[src/rtl/nrzi_eop_encoder.sv]
// NRZI line encoder for the USB transmit path: turns the stuffed bitstream into
// dp/dm levels and appends SE0 x EOP_SE0_BITS followed by one J bit as End-of-Packet.
module nrzi_eop_encoder #(
  parameter int EOP_SE0_BITS = 2,
  parameter int CNT_W        = 16
) (
  input  logic             clock,
  input  logic             reset,
  input  logic             in_bit,
  input  logic             in_valid,
  output logic             dp,
  output logic             dm,
  output logic             out_en,
  output logic             busy,
  output logic             eop_done,
  output logic [CNT_W-1:0] bit_count,
  output logic             restart_err
);

  typedef enum logic [1:0] {
    IDLE    = 2'd0,
    SEND    = 2'd1,
    EOP_SE0 = 2'd2,
    EOP_J   = 2'd3
  } state_t;

  localparam logic [2:0]       SE0_LAST = 3'(EOP_SE0_BITS);
  localparam logic [CNT_W-1:0] CNT_MAX  = '1;
  localparam logic [CNT_W-1:0] CNT_ONE  = CNT_W'(1);

  state_t           state, state_next;
  logic             level, level_next;      // 1 = J, 0 = K
  logic [2:0]       se0_cnt, se0_cnt_next;
  logic             dp_next, dm_next;
  logic             out_en_next, busy_next, eop_done_next, restart_err_next;
  logic [CNT_W-1:0] bit_count_next;
  logic             send_level;

  // A 1 holds the line level, a 0 toggles it.
  assign send_level = in_bit ? level : ~level;

  always_comb begin
    state_next       = state;
    level_next       = level;
    se0_cnt_next     = se0_cnt;
    dp_next          = dp;
    dm_next          = dm;
    out_en_next      = out_en;
    eop_done_next    = 1'b0;
    bit_count_next   = bit_count;
    restart_err_next = restart_err;

    case (state)
      IDLE: begin
        dp_next     = 1'b1;
        dm_next     = 1'b0;
        out_en_next = 1'b0;
        if (in_valid) begin
          // Every packet starts encoding from J, whatever the last packet ended on.
          level_next     = in_bit;
          dp_next        = in_bit;
          dm_next        = ~in_bit;
          out_en_next    = 1'b1;
          bit_count_next = CNT_ONE;
          state_next     = SEND;
        end
      end

      SEND: begin
        if (in_valid) begin
          level_next = send_level;
          dp_next    = send_level;
          dm_next    = ~send_level;
          if (bit_count != CNT_MAX)
            bit_count_next = bit_count + CNT_ONE;
        end else begin
          dp_next      = 1'b0;
          dm_next      = 1'b0;
          se0_cnt_next = 3'd1;
          state_next   = EOP_SE0;
        end
      end

      EOP_SE0: begin
        if (in_valid)
          restart_err_next = 1'b1;
        if (se0_cnt < SE0_LAST) begin
          dp_next      = 1'b0;
          dm_next      = 1'b0;
          se0_cnt_next = se0_cnt + 3'd1;
        end else begin
          dp_next       = 1'b1;
          dm_next       = 1'b0;
          eop_done_next = 1'b1;
          state_next    = EOP_J;
        end
      end

      EOP_J: begin
        if (in_valid)
          restart_err_next = 1'b1;
        dp_next     = 1'b1;
        dm_next     = 1'b0;
        out_en_next = 1'b0;
        level_next  = 1'b1;
        state_next  = IDLE;
      end

      default: begin
        dp_next     = 1'b1;
        dm_next     = 1'b0;
        out_en_next = 1'b0;
        level_next  = 1'b1;
        state_next  = IDLE;
      end
    endcase

    busy_next = (state_next != IDLE);
  end

  always_ff @(posedge clock or posedge reset) begin
    if (reset) begin
      state       <= IDLE;
      level       <= 1'b1;
      se0_cnt     <= 3'd0;
      dp          <= 1'b1;
      dm          <= 1'b0;
      out_en      <= 1'b0;
      busy        <= 1'b0;
      eop_done    <= 1'b0;
      bit_count   <= '0;
      restart_err <= 1'b0;
    end else begin
      state       <= state_next;
      level       <= level_next;
      se0_cnt     <= se0_cnt_next;
      dp          <= dp_next;
      dm          <= dm_next;
      out_en      <= out_en_next;
      busy        <= busy_next;
      eop_done    <= eop_done_next;
      bit_count   <= bit_count_next;
      restart_err <= restart_err_next;
    end
  end

endmodule
[config.mk]
export PLATFORM = sky130hd
export DESIGN_NAME = nrzi_eop_encoder
export DESIGN_NICKNAME = d
export VERILOG_FILES = /design/src/rtl/nrzi_eop_encoder.sv
export SDC_FILE = /design/constraint.sdc
export NUM_CORES = 1
export LEC_CHECK = 0
export CAP_MARGIN = 20
export CELL_PAD_IN_SITES_DETAIL_PLACEMENT = 0
export CELL_PAD_IN_SITES_GLOBAL_PLACEMENT = 1
export CORE_UTILIZATION = 44
export CTS_CLUSTER_SIZE = 12
export DETAILED_ROUTE_END_ITERATION = 8
export MAX_ROUTING_LAYER = met4
export PLACE_DENSITY = 0.87
export SETUP_SLACK_MARGIN = 0.05
export SYNTH_ARGS = -nofsm -noshare
export SYNTH_HDL_FRONTEND = slang
export SYNTH_SLANG_ARGS = --single-unit
[constraint.sdc]
create_clock -name clock -period 2.7 [get_ports clock]
set_input_delay 0.54 -clock clock [delete_from_list [all_inputs] [get_ports clock]]
set_output_delay 0.54 -clock clock [all_outputs]
set_load 0.05 [all_outputs]
==> out/summary.log, run 1 <==
qor: worst_setup_path.worst-endpoint-required 2870 ps
qor: floorplan.die_width 63.2 µm
qor: clocking.cts.sink_count 28
qor: grt.wire_length_of_the_first_global_routing_pass 6.70 mm
qor: synth.fraction_of_the_mapped_netlist_area_in_adder_cells 4.55%
qor: floorplan.initial_utilization 47.5%
qor: route.post-route-drc-count 0
qor: sta.post_route_clock_period_utilization 82.1%
qor: floorplan.die_y 63.2 µm
qor: worst_setup_path.worst_setup_path_start_kind register
qor: status.run_status finished clean
qor: place.gp_congestion 0.854
qor: run.maxCapViolations 0
qor: synth.yosys_most_used_dff dfrtp_1
qor: power_and_ir_drop.share_of_total_power_consumed_by_net_switching 47.0%
qor: floorplan.core_area 3470 µm²
qor: clocking.cts-htree-levels 1
qor: synth.multiplexer_fraction_of_the_synthesized_cell_area 4.32%
qor: finish.antenna-diode-count 0
qor: synth.synth_seq_area_share 42.6%
qor: route.via_count 1,415
qor: place.hpwl 2.82 mm
qor: clocking.root_buffer clkbuf_8
qor: clocking.tritoncts done
qor: sta.layout_skew 8.66 ps
qor: worst_setup_path.max_fanout_on_critical_path 19
qor: power_and_ir_drop.pwr-share-clk 11.8%
qor: worst_setup_path.arrival 2390 ps
qor: route.ant_nets 0
qor: power_and_ir_drop.intPower 1040 µW
qor: finish.drive_gt1_share 13.1%
qor: route.drt_wl_total 3.83 mm
qor: route.drt-pass1-iter-count 4
qor: synth.async_reset_ff_share 100%
qor: power_and_ir_drop.power.switching 922 µW
qor: finish.layout.cell_area.non_filler 1990 µm²
qor: sta.report.final.hold_viol_count 0
qor: clocking.post_cts_resized 0
qor: sta.setup-violations-final 0
qor: floorplan.io-pin-count 26
qor: clocking.cts_hold_buffers 0
qor: sta.slew_viol_final 0
qor: clocking.clk_pin_slew 90 ps
qor: route.avgViaCountPerCell 5.80
qor: place.place_area 1940 µm²
qor: grt.first_global_vias 1,368
qor: sta.grt_setup_unrepaired no
qor: grt.grt_overflow_total 0
qor: hold_path.timing.hold.worst.class register to register
qor: synth.syn-mean-instance-area 9.53 µm²
qor: sta.max_slew_margin 56.4%
qor: sta.max_slew.worst_pin.slew 655 ps
qor: finish.final_nets 209
qor: synth.synth-edff-count 0
qor: power_and_ir_drop.powerDensity 988 nW/µm²
qor: route.drt_first_iter_violations 111
qor: power_and_ir_drop.power.total 1960 µW
qor: synth.syn-instance-count 173
qor: worst_setup_path.critPathKind register to register
qor: floorplan.design.die.area 4000 µm²
qor: power_and_ir_drop.power.share.combinational 53.3%
qor: worst_setup_path.r2r_setup_slack 480 ps
qor: place.port_buffers 25
qor: synth.syn_nets 183
qor: synth.post_synth_and_or_nand_nor_area_fraction 20.5%
qor: sta.fmax_achieved 451 MHz
qor: clocking.cts_buffer_depth 2
qor: grt.grt_start_max_net_pins 20
qor: finish.most-common-layout-cells 26 x dfrtp_1, 25 x clkdlybuf4s50_1, 17 x nand2_1
qor: grt.groute.usage.overall 21.9%
qor: synth.ys_seq_elements 28
qor: clocking.cts_inserted_buffers 3
qor: power_and_ir_drop.leakage 0.000853 µW
qor: finish.area.growth.synth_to_final 20.4%
qor: synth.synth_xor_xnor_area_share 1.06%
qor: synth.synthesis.area 1650 µm²
qor: power_and_ir_drop.power.share.sequential 34.8%
qor: power_and_ir_drop.max-vdd-ir-drop 0.000587 V
qor: floorplan.fp_rows 21
qor: synth.synth_compound_area_share 21.9%
qor: sta.finalCriticalPeriod 2220 ps
qor: sta.totalNegativeSetupSlack 0 ps
qor: worst_setup_path.worst_setup_path_end_kind register
qor: synth.yosysWarnings 0
qor: clocking.cts_setup_buffers 0
qor: finish.layout.cells.most_common dfrtp_1
qor: grt.antenna_found_initial 0
qor: clocking.clk-insertion-delay-late 280 ps
qor: route.routedWlPerCell 15.7 µm
qor: synth.count_of_distinct_cell_types_in_the_synthesized_netlist 51
qor: synth.synth_top_family_by_area compound AO/OA/AOI/OAI gates
## path summary, 6_finish.rpt
path,from,to,cells past startpoint
worst min-delay path,restart_err,restart_err,1
worst max register to register,state[1],bit_count[11],5
worst max-delay path,state[1],bit_count[11],5
worst min register to register,restart_err,restart_err,1
min in group asynchronous,reset,bit_count[14],2
max in group asynchronous,reset,out_en,3
## layer usage
metal	share of wire, %	vias up	GRT usage, %
li1	-	688	-
met1	47	685	29.9
met2	48	37	34.3
met3	4.6	5	4.35
met4	0.65	0	3.41
met5	0	-	-
## per-stage QoR
stage	hold WS, ps	setup WS [ps]	utilization (%)	std cells
2_1_floorplan	500	699	-	173
3_3_place_gp	448	553	56.0	240
3_5_place_dp	454	494	56.0	240
4_1_cts	476	502	57.3	244
5_1_grt	534	360	57.3	244
6_report	473	483	57.3	244
## power groups by stage
stage / registers (µW) / logic (µW) / clock network [µW]
4_1_cts: 682 / 1050 / 245
5_1_grt: 703 / 1130 / 258
3_5_place_dp: 690 / 1050 / 0
2_1_floorplan: 934 / 499 / 0
3_3_place_gp: 679 / 1020 / 0
6_report: 683 / 1050 / 232
## registers in the layout, indices dropped and copies added, names as in the netlist
register and count:
bit_count 16, se0_cnt 3, state 2, busy 1, dm 1, dp 1, eop_done 1, level 1
out_en 1, restart_err 1
## kinds of logic after synthesis
kind of cell	Yosys count
compound gates	50
xor+xnor	2
fa+ha+maj	6
buf+inv	19
flops	28
mux	7
simple gates	61
## cell type report
cell class / instances / area [µm²]
fill: 340 / 1480
multi-input combinational: 126 / 862
sequential: 28 / 703
timing repair buffer: 28 / 273
tap: 46 / 57.6
clock buffer: 4 / 45.0
inverter: 12 / 45.0
## Yosys cell counts, drive strengths merged (3+ instances only)
library cell	count	area, µm²
inv	12	45.0
nand3	8	45.0
o21ai	10	50.0
o31ai	6	45.0
a22o	4	38.8
nand2	17	63.8
ha	6	75.1
a31oi	5	31.3
nor2	7	26.3
dfrtp	26	651
buf	4	26.3
nand2b	3	18.8
nor4	4	25.0
and3	4	27.5
mux2i	6	60.1
or3	5	31.3
a21o	4	41.3
a21oi	6	30.0
clkbuf	3	12.5
nor3	5	36.3
## worst max-delay path: stages, from the launching register on
cell and delay (ps):
dfrtp_1 430, inv_1 110, ha_1 580, o21ai_1 300
a21o_4 310, a221o_2 390
Note: power is estimated with default switching activity, not from simulation.
==> inputs of run 2 (changes only) <==
CORE_UTILIZATION = 37   (was 44)
PLACE_DENSITY = 0.79   (was 0.87)
clock period = 1.9 ns   (was 2.7 ns; I/O delays follow)
==> out/summary.log, run 2 (synthesis gave the netlist of run 1 again) <==
qor: power_and_ir_drop.pwr-share-clk 12.9%
qor: finish.drive_gt1_share 31.5%
qor: finish.antenna-diode-count 0
qor: finish.final_nets 224
qor: place.hpwl 2.90 mm
qor: run.maxCapViolations 0
qor: finish.number_of_flip_flops_under_the_largest_register_name 16
qor: sta.slew_viol_final 0
qor: sta.post_route_clock_period_utilization 94.4%
qor: grt.grt_start_max_net_pins 29
qor: worst_setup_path.worst_setup_path_end_kind output port
qor: power_and_ir_drop.share_of_total_power_consumed_by_net_switching 46.0%
qor: route.drt-pass1-iter-count 4
qor: clocking.clk_pin_slew 100 ps
qor: power_and_ir_drop.leakage 0.000972 µW
qor: route.post-route-drc-count 0
qor: power_and_ir_drop.power.share.sequential 33.8%
qor: grt.wire_length_of_the_first_global_routing_pass 6.87 mm
qor: worst_setup_path.critPathSlowestCell clkdlybuf4s50_1
qor: route.avgViaCountPerCell 5.59
qor: worst_setup_path.max_stage_delay 800 ps
qor: sta.grt_setup_unrepaired no
qor: worst_setup_path.critical_path.cell_chain clkdlybuf4s50_1
qor: sta.layout_skew 4.74 ps
qor: finish.layout.cells.most_common buf_4
qor: sta.fmax_achieved 557 MHz
qor: sta.setup-violations-final 0
qor: finish.most-common-layout-cells 36 x buf_4, 20 x dfrtp_1, 17 x nand2_1
qor: worst_setup_path.arrival 1410 ps
qor: sta.finalCriticalPeriod 1790 ps
qor: clocking.tritoncts done
qor: floorplan.io-pin-count 26
qor: floorplan.die_width 68.8 µm
qor: sta.report.final.hold_viol_count 0
qor: clocking.cts_hold_buffers 0
qor: floorplan.initial_utilization 39.8%
qor: floorplan.core_area 4140 µm²
qor: worst_setup_path.worst-endpoint-required 1520 ps
qor: floorplan.die_y 68.8 µm
qor: clocking.cts_setup_buffers 0
qor: sta.finalHoldWorstSlack 463 ps
qor: clocking.clk-insertion-delay-late 280 ps
qor: finish.reg_top3 bit_count (16), se0_cnt (3), state (2)
qor: clocking.cts_inserted_buffers 3
qor: worst_setup_path.critical_path.top_delay_family buffers and inverters
qor: sta.max_slew_margin 66.7%
qor: route.ant_nets 0
qor: grt.first_global_vias 1,464
qor: clocking.cts.sink_count 28
qor: sta.totalNegativeSetupSlack 0 ps
qor: power_and_ir_drop.power.share.combinational 53.2%
qor: power_and_ir_drop.powerDensity 1380 nW/µm²
qor: worst_setup_path.worst_setup_path_start_kind register
qor: finish.regMostFlops bit_count
qor: power_and_ir_drop.power.switching 1330 µW
qor: route.routedWlPerCell 15.0 µm
qor: place.gp_congestion 0.859
qor: worst_setup_path.max_fanout_on_critical_path 1
qor: route.via_count 1,471
qor: floorplan.fp_rows 23
qor: route.drt_wl_total 3.94 mm
qor: power_and_ir_drop.intPower 1560 µW
qor: worst_setup_path.critPathKind register to output port
qor: route.drt_first_iter_violations 62
qor: power_and_ir_drop.power.total 2890 µW
qor: worst_setup_path.cp.buffers_inverters 1
qor: status.run_status finished clean
qor: finish.area.growth.synth_to_final 26.8%
qor: floorplan.design.die.area 4730 µm²
qor: power_and_ir_drop.max-vdd-ir-drop 0.000456 V
qor: hold_path.timing.hold.worst.class primary input to asynchronous set/reset pin
qor: sta.max_slew.worst_pin.slew 498 ps
qor: place.port_buffers 25
qor: grt.groute.usage.overall 19.9%
qor: grt.grt_overflow_total 0
qor: clocking.root_buffer clkbuf_8
qor: clocking.cts-htree-levels 1
qor: clocking.cts_buffer_depth 2
qor: worst_setup_path.r2r_setup_slack 170 ps
qor: grt.antenna_found_initial 0
run 2: layer usage:
| layer | global-route usage, % | vias to the layer above | wire [µm] |
|---|---|---|---|
| li1 | - | 716 | - |
| met1 | 26.0 | 714 | 1920 |
| met2 | 32.4 | 34 | 1840 |
| met3 | 2.14 | 7 | 126 |
| met4 | 6.12 | 0 | 53 |
| met5 | - | - | 0 |
run 2: worst paths after layout:
kind | startpoint | endpoint | depth (start not counted)
max | eop_done | eop_done | 1
min | reset | state[1] | 3
max reg2reg | state[1] | bit_count[0] | 5
min reg2reg | restart_err | restart_err | 1
max in group asynchronous | reset | level | 3
min in group clock | restart_err | restart_err | 1
run 2: repair_timing:
action,CTS,global route
gates resized for setup,0,4
setup endpoints to repair,0,8
hold endpoints to repair,0,0
run 2: power groups by stage:
stage               logic (µW)  registers [µW]  clock network (µW)
floorplan                  709            1340                   0
global placement          1510             969                   0
detailed placement        1540             981                   0
CTS                       1540             970                 393
global route              1680            1010                 414
finish                    1540             977                 373
run 2: cell type report:
| type | count | area (µm²) |
|---|---|---|
| Tap cell | 50 | 62.6 |
| Inverter | 12 | 45.0 |
| Clock buffer | 4 | 55.1 |
| Fill cell | 408 | 2050 |
| Sequential cell | 28 | 711 |
| Multi-Input combinational cell | 126 | 872 |
| Timing Repair Buffer | 43 | 345 |
run 2: metrics by stage:
stage	instance area, µm²	setup WS, ps	std cells	util [%]
CTS	2080	79.7	263	50.1
floorplan	1660	57.9	173	-
detailed placement	2020	28.4	259	48.8
global route	2090	70.2	263	50.5
finish	2090	106	263	50.5
global placement	2020	81.9	259	48.8
